--- config.mk ---
export PLATFORM = sky130hd
export DESIGN_NAME = product_byte_streamer
export DESIGN_NICKNAME = d
export VERILOG_FILES = /design/src/rtl/product_byte_streamer.sv
export SDC_FILE = /design/constraint.sdc
export NUM_CORES = 1
export LEC_CHECK = 0
export CAP_MARGIN = 20
export CORE_MARGIN = 5
export CORE_UTILIZATION = 25
export CTS_BUF_LIST = sky130_fd_sc_hd__clkbuf_2 sky130_fd_sc_hd__clkbuf_4 sky130_fd_sc_hd__clkbuf_8
export DETAILED_ROUTE_END_ITERATION = 12
export GPL_TIMING_DRIVEN = 0
export PLACE_DENSITY = 0.4
export SYNTH_ARGS = -nofsm -noshare
export SYNTH_HDL_FRONTEND = slang
export SYNTH_SLANG_ARGS = --single-unit
--- constraint.sdc ---
create_clock -name clk -period 4 [get_ports clk]
set_input_delay 0.4 -clock clk [delete_from_list [all_inputs] [get_ports clk]]
set_output_delay 0.4 -clock clk [all_outputs]
set_load 0.1 [all_outputs]
--- src/rtl/product_byte_streamer.sv ---
// Buffers 16-bit product words in a small FIFO and streams each one to a
// byte-wide pin reader as low byte then high byte, with a valid/ack handshake.
module product_byte_streamer #(
  parameter int DEPTH = 4,
  parameter int W     = 16
) (
  input  logic                     clk,
  input  logic                     rst_n,
  input  logic                     ena,
  input  logic [W-1:0]             in_data,
  input  logic                     in_valid,
  output logic                     in_ready,
  output logic [7:0]               out_byte,
  output logic                     out_valid,
  input  logic                     out_ack,
  output logic                     out_hi,
  output logic [$clog2(DEPTH):0]   count
);

  localparam int PW = $clog2(DEPTH);
  localparam int CW = PW + 1;
  localparam logic [CW-1:0] FULL = CW'(DEPTH);

  typedef enum logic [1:0] {
    IDLE,
    LO,
    HI
  } state_e;

  state_e            state_q, state_d;
  logic [W-1:0]      mem_q [DEPTH];
  logic [PW-1:0]     wr_ptr_q, wr_ptr_d;
  logic [PW-1:0]     rd_ptr_q, rd_ptr_d;
  logic [PW-1:0]     rd_next;
  logic [CW-1:0]     count_q, count_d;
  logic [7:0]        byte_q, byte_d;
  logic              push;
  logic              pop;

  assign in_ready = rst_n && ena && (count_q < FULL);
  assign push     = in_valid && in_ready;
  assign pop      = ena && (state_q == HI) && out_ack;
  assign rd_next  = rd_ptr_q + PW'(1);

  // Storage is not reset; the IDLE state only reads the head when count is nonzero.
  always_ff @(posedge clk) begin
    if (push) begin
      mem_q[wr_ptr_q] <= in_data;
    end
  end

  always_comb begin
    state_d  = state_q;
    byte_d   = byte_q;
    rd_ptr_d = rd_ptr_q;
    wr_ptr_d = wr_ptr_q;
    count_d  = count_q;

    if (push) begin
      wr_ptr_d = wr_ptr_q + PW'(1);
    end

    if (ena) begin
      case (state_q)
        IDLE: begin
          if (count_q != '0) begin
            state_d = LO;
            byte_d  = mem_q[rd_ptr_q][7:0];
          end
        end
        LO: begin
          if (out_ack) begin
            state_d = HI;
            byte_d  = mem_q[rd_ptr_q][15:8];
          end
        end
        HI: begin
          // A word pushed on this same edge is not bypassed: it is picked up from IDLE.
          if (out_ack) begin
            rd_ptr_d = rd_next;
            if (count_q >= CW'(2)) begin
              state_d = LO;
              byte_d  = mem_q[rd_next][7:0];
            end else begin
              state_d = IDLE;
            end
          end
        end
        default: begin
          state_d = IDLE;
        end
      endcase
    end

    case ({push, pop})
      2'b10:   count_d = count_q + CW'(1);
      2'b01:   count_d = count_q - CW'(1);
      default: count_d = count_q;
    endcase
  end

  always_ff @(posedge clk) begin
    if (!rst_n) begin
      state_q  <= IDLE;
      byte_q   <= 8'h00;
      rd_ptr_q <= '0;
      wr_ptr_q <= '0;
      count_q  <= '0;
    end else begin
      state_q  <= state_d;
      byte_q   <= byte_d;
      rd_ptr_q <= rd_ptr_d;
      wr_ptr_q <= wr_ptr_d;
      count_q  <= count_d;
    end
  end

  assign out_byte  = byte_q;
  assign out_valid = (state_q != IDLE);
  assign out_hi    = (state_q == HI);
  assign count     = count_q;

endmodule

# [Word-level counts from Yosys, hierarchy flattened]
# Memory sizes are Yosys's and may differ from the RTL's. A register that Yosys moved wholly into a read port is not among the register bits.
# Cells that the tools add are included.
[totals] ff_bits=17 ramBits=64 output_inout_bits=14 wordCells=48 mem_count=1
[op_classes] addsub=4 n_lt_le_gt_ge=2 n_eq_ne=8 muxes=15 reduce_logical=13
[memory_table] memory="mem_q" depth=4 width=16 read_ports=2 rd_clocked_by_memory_dff=1 wr=1 line_no="31" rtl="logic [W-1:0] mem_q [DEPTH];"
[op_table] op="$mux 8" n=4
[op_table] op="$pmux 8 s3" n=1
[op_table] op="$mux 2" n=5
[op_table] op="$ne 2x2->1 const B" n=3
[op_table] op="$pmux 2 s3" n=1
[op_table] op="$pmux 3 s2" n=1
[op_table] op="$reduce_and 6->1" n=1
[op_table] op="$reduce_bool 3->1" n=2
[op_table] op="$logic_and 1x1->1" n=5
[op_table] op="$add 2x1->2 const B" n=2
[op_table] op="$eq 2x1->1 const B" n=2
[op_table] op="$eq 2x2->1 const B" n=2
[op_table] op="$reduce_and 4->1" n=1
[op_table] op="$reduce_bool 2->1" n=2
[op_table] op="$add 3x1->3 const B" n=1
[op_table] op="$ge 3x2->1 const B" n=1
[op_table] op="$lt 3x3->1 const B" n=1
[op_table] op="$mux 1" n=3
[op_table] op="$reduce_and 3->1" n=1
[op_table] op="$sub 3x1->3 const B" n=1
[op_table] op="$logic_not 2->1" n=1
[op_table] op="$ne 2x1->1 const B" n=1

# [Depth between registers and ports, before layout]
[depth] ltp_word=5 mapped_depth=10 mapped_depth_nobuf=9

# [Worst setup path after synthesis]
# Ideal clock, no wire load.
[synth_timing] kind="register -> register" start="register state_q[0]" end="register count_q[2] (netlist: count[2])" t_arrival_ns=2.977 required_ns=3.924 path_slack_ns=0.948 path_stages_with_launch=11 path_cell_list="dfxtp_1 inv_1 ha_1 clkbuf_1 and3_1 ha_1 inv_1 fa_1 xor2_1 or3_1 a21boi_0"
[synth_between] elab_chain_len=5
[synth_rtl] element="start, declared" line_no="30" rtl="state_e state_q, state_d;"
[synth_rtl] element="start signal, assigned" line_no="110" rtl="state_q <= state_d;"
[synth_rtl] element="$eq 2x2->1 *"
[synth_rtl] element="via out_hi" line_no="16" rtl="output logic out_hi,"
[synth_rtl] element="$logic_and 1x1->1 * (2 in series)" line_no="42" rtl="assign pop = ena && (state_q == HI) && out_ack;"
[synth_rtl] element="$eq 2x1->1 / $eq 2x2->1 (equally long branches)" line_no="95" rtl="case ({push, pop})"
[synth_rtl] element="$pmux 3 s2 / $reduce_bool 2->1 (equally long branches)"
[synth_rtl] element="end signal, assigned" line_no="114" rtl="count_q <= count_d;"
[synth_rtl] element="end, declared" line_no="35" rtl="logic [CW-1:0] count_q, count_d;"
# The timed path passes the listed nets; every way through them passes the cells marked *.
# A chain may end at the register's enable or synchronous reset.

# [Final worst setup path]
[layout_timing] start="input rst_n" end="output in_ready"
[layout_between] elab_chain_len=2
[layout_rtl] element="start, declared" line_no="8" rtl="input logic rst_n,"
[layout_rtl] element="$logic_and 1x1->1 (2 in series)" line_no="40" rtl="assign in_ready = rst_n && ena && (count_q < FULL);"
[layout_rtl] element="end, declared" line_no="12" rtl="output logic in_ready,"
# No other way between the ends.

==> results.yml <==
outcome:
  status: "complete, no violations"
critical_path:
  r2r_start: "state_q[0]"
  critPathKind: "in2out"
  critPathLaunchType: "input pin"
  r2r_cells: 10
  crit_fanout: 10
  cp.required_ns: 3.60
  crit_path_end_kind: "primary output"
  crit_arrival_ns: 2.64
  timing.rr.end: "count[2]"
  rrSetupSlack_ns: 1.20
clocking:
  cts_tree: "yes"
  cts_buffer_depth: 2
  cts_setup_buffers: 0
  cts_buffers: 9
  clock-root-buffer: "clkbuf_8"
  cts_hold_buf: 0
  cts_sinks: 83
  cts.clk_slew.worst_paths_ns: 0.09
  htree_levels: 3
  clk_latency_ns: 0.37
  cts_resized: 0
pwr:
  switching_share: 0.249
  p_leak_nw: 1.37
  p_switching_w: 0.000432
  power_density_mw_per_mm2: 394
  internal-power_w: 0.00130
  peakVddDrop_mv: 0.160
  seqPwrFrac: 0.548
  clkPwrFrac: 0.351
  combinationalPowerShare: 0.101
routing:
  dr.first_iter.drc_count: 86
  drc: 0
  wl_um: 8030
  num_vias: 1973
  ant_nets: 0
  viasPerCell: 4.33
  avgRoutedWirePerCell_um: 17.6
  firstDrtPassIters: 4
global_route:
  grt_pass1_vias: 2130
  gr-max-usage-layer: "met2"
  grt.met2_usage: 0.163
  grt_pass1_wl_um: 12500
  met3_usage: 0.0402
  grt_overflow: 0
  antenna_found_initial: 0
  grtUsageTotal: 0.103
  grt_max_degree: 17
  met1_usage: 0.132
logic_synthesis:
  synth_cell_types: 33
  syn-cell-area_mm2: 0.00363
  synth_largest_area_cell: "edfxtp_1"
  yosys_register_bits: 83
  netlist.area_leader.share: 0.529
  syn_nets: 254
  netlist_instances: 222
  synthTopCellsByArea: "edfxtp_1 53%, dfxtp_1 10%, mux4_2 9.3%"
  yosysWarningCount: 0
  ys_seq_area_frac: 0.634
  avgSynthCellArea_um2: 16.4
timing:
  hold_viol: 0
  skew_ns: 0.0116
  worst_pin_slew_ns: 0.987
  rsz0062_at_grt: "no"
  max_freq_mhz: 329
  min_period_ns: 3.04
  slew_headroom: 0.340
  worst_slack_ns: 0.959
  setup_viol: 0
  finalSetupTns_ns: 0
  finalMaxSlewViolations: 0
  fin_crit_sh: 0.760
layout:
  final_net_count: 299
  fin_util: 0.306
  fin_area_mm2: 0.00440
  drive_above_1_share: 0.143
  antenna_cells: 0
  fillCellCount: 1426
  area_growth_pct: 21.2
worst_hold_path:
  hold_depth: 1
  holdPathEnd: "out_byte[3]"
  hold_class: "reg2reg"
  min_from: "out_byte[3]"
run:
  cap_violations: 0
placement:
  io_buffers: 34
  post-place-ws_ns: 0.929
  placed_area_mm2: 0.00420
  hpwl_um: 5320
  gp_congestion: 0.648
floorplan:
  die_width_um: 131
  dieArea_mm2: 0.0170
  rows: 44
  start_util: 0.253
  ios: 35
  core_mm2: 0.0144
  die_h_um: 131
## synth_stat cells
master / n
edfxtp_1: 64
dfxtp_1: 19
mux2i_1: 18
mux4_2: 15
and2_1: 10
ha_1: 10
inv_1: 10
a21o_1: 8
a32o_1: 8
o221ai_1: 8
or2_0: 8
clkbuf_1: 5
nand2_1: 4
a21oi_1: 3
buf_6: 3
nor2_1: 3
nor2b_1: 3
o21ai_0: 3
xnor2_1: 3
and3_1: 2
buf_2: 2
xor2_1: 2
a21boi_0: 1
a21boi_1: 1
a311oi_4: 1
and4b_1: 1
buf_1: 1
buf_4: 1
fa_1: 1
mux4_1: 1
nand2b_1: 1
o21ba_2: 1
or3_1: 1
## critical path, cell delays in order
cell             delay [ns]
clkdlybuf4s50_1        0.55
clkbuf_1               0.37
nand2_1                0.09
nor2_1                 0.10
clkdlybuf4s50_1        1.13
## registers in the layout, indices dropped and copies added, names as in the netlist, named ones only
signal,flops
mem_q,64
out_byte,8
count,3
rd_ptr_q,2
state_q,2
wr_ptr_q,2
## power groups by stage
stage                     clock [W]  combinational (W)  sequential [W]
after detailed placement          0           0.000178        0.000970
after global placement            0           0.000177        0.000971
final                      0.000608           0.000174        0.000950
after global routing       0.000671           0.000188        0.000952
after CTS                  0.000633           0.000179        0.000950
after floorplan                   0          0.0000719         0.00101
## kinds of logic (layout without fill, tap and decap cells)
| group | Yosys count | in the layout | share of synthesized area |
|---|---|---|---|
| flops | 83 | 83 | 0.634 |
| compound gates | 34 | 34 | 0.0803 |
| mux | 34 | 34 | 0.150 |
| simple gates | 33 | 33 | 0.0531 |
| buf+inv | 22 | 72 | 0.0307 |
| fa+ha+maj | 11 | 11 | 0.0400 |
| xor+xnor | 5 | 5 | 0.0121 |
## stage by stage
stage,instances,total power (W),hold WS (ns)
floorplan,222,0.00108,0.499
global placement,440,0.00115,0.474
detailed placement,440,0.00115,0.465
CTS,456,0.00176,0.487
global route,456,0.00181,0.528
finish,456,0.00173,0.485
## layout make-up
cell class                 count  area, µm²  area share
multi-input combinational    117       1220       0.277
tap                          184        230      0.0523
sequential                    83       2300       0.523
clock inverter                 6       67.6      0.0154
clock buffer                  10        131      0.0299
buffer                        12       73.8      0.0168
inverter                      10       37.5     0.00853
timing repair buffer          34        340      0.0773
## layer usage
layer | vias to the layer above | part of all wire
met2 | 43 | 0.47
met5 | - | 0
met3 | 7 | 0.053
met4 | 0 | 0.010
li1 | 951 | -
met1 | 972 | 0.46
## how the worst max path moves through the flow
stage	start	end	slack, ns	cells past startpoint
finish	rst_n	in_ready	0.96	5
global route	rst_n	in_ready	0.83	5
CTS	rst_n	in_ready	0.92	5
detailed placement	rst_n	in_ready	0.93	5
global placement	rst_n	in_ready	0.92	5
floorplan	state_q[0]	count[2]	0.95	10
## layout by cell type (no fill, tap or decap), types with 3 or more instances in the layout
cell type,instances
o221ai_1,8
o21ai_0,3
xnor2_1,3
mux4_2,15
a21oi_1,3
a21o_1,8
ha_1,10
clkbuf_1,5
nor2b_1,3
nand2_1,4
clkdlybuf4s50_1,34
nor2_1,3
buf_6,3
or2_0,8
inv_1,10
clkbuf_8,9
and2_1,10
edfxtp_1,64
dfxtp_1,19
a32o_1,8
mux2i_1,18
(Power assumes the default switching activity.)
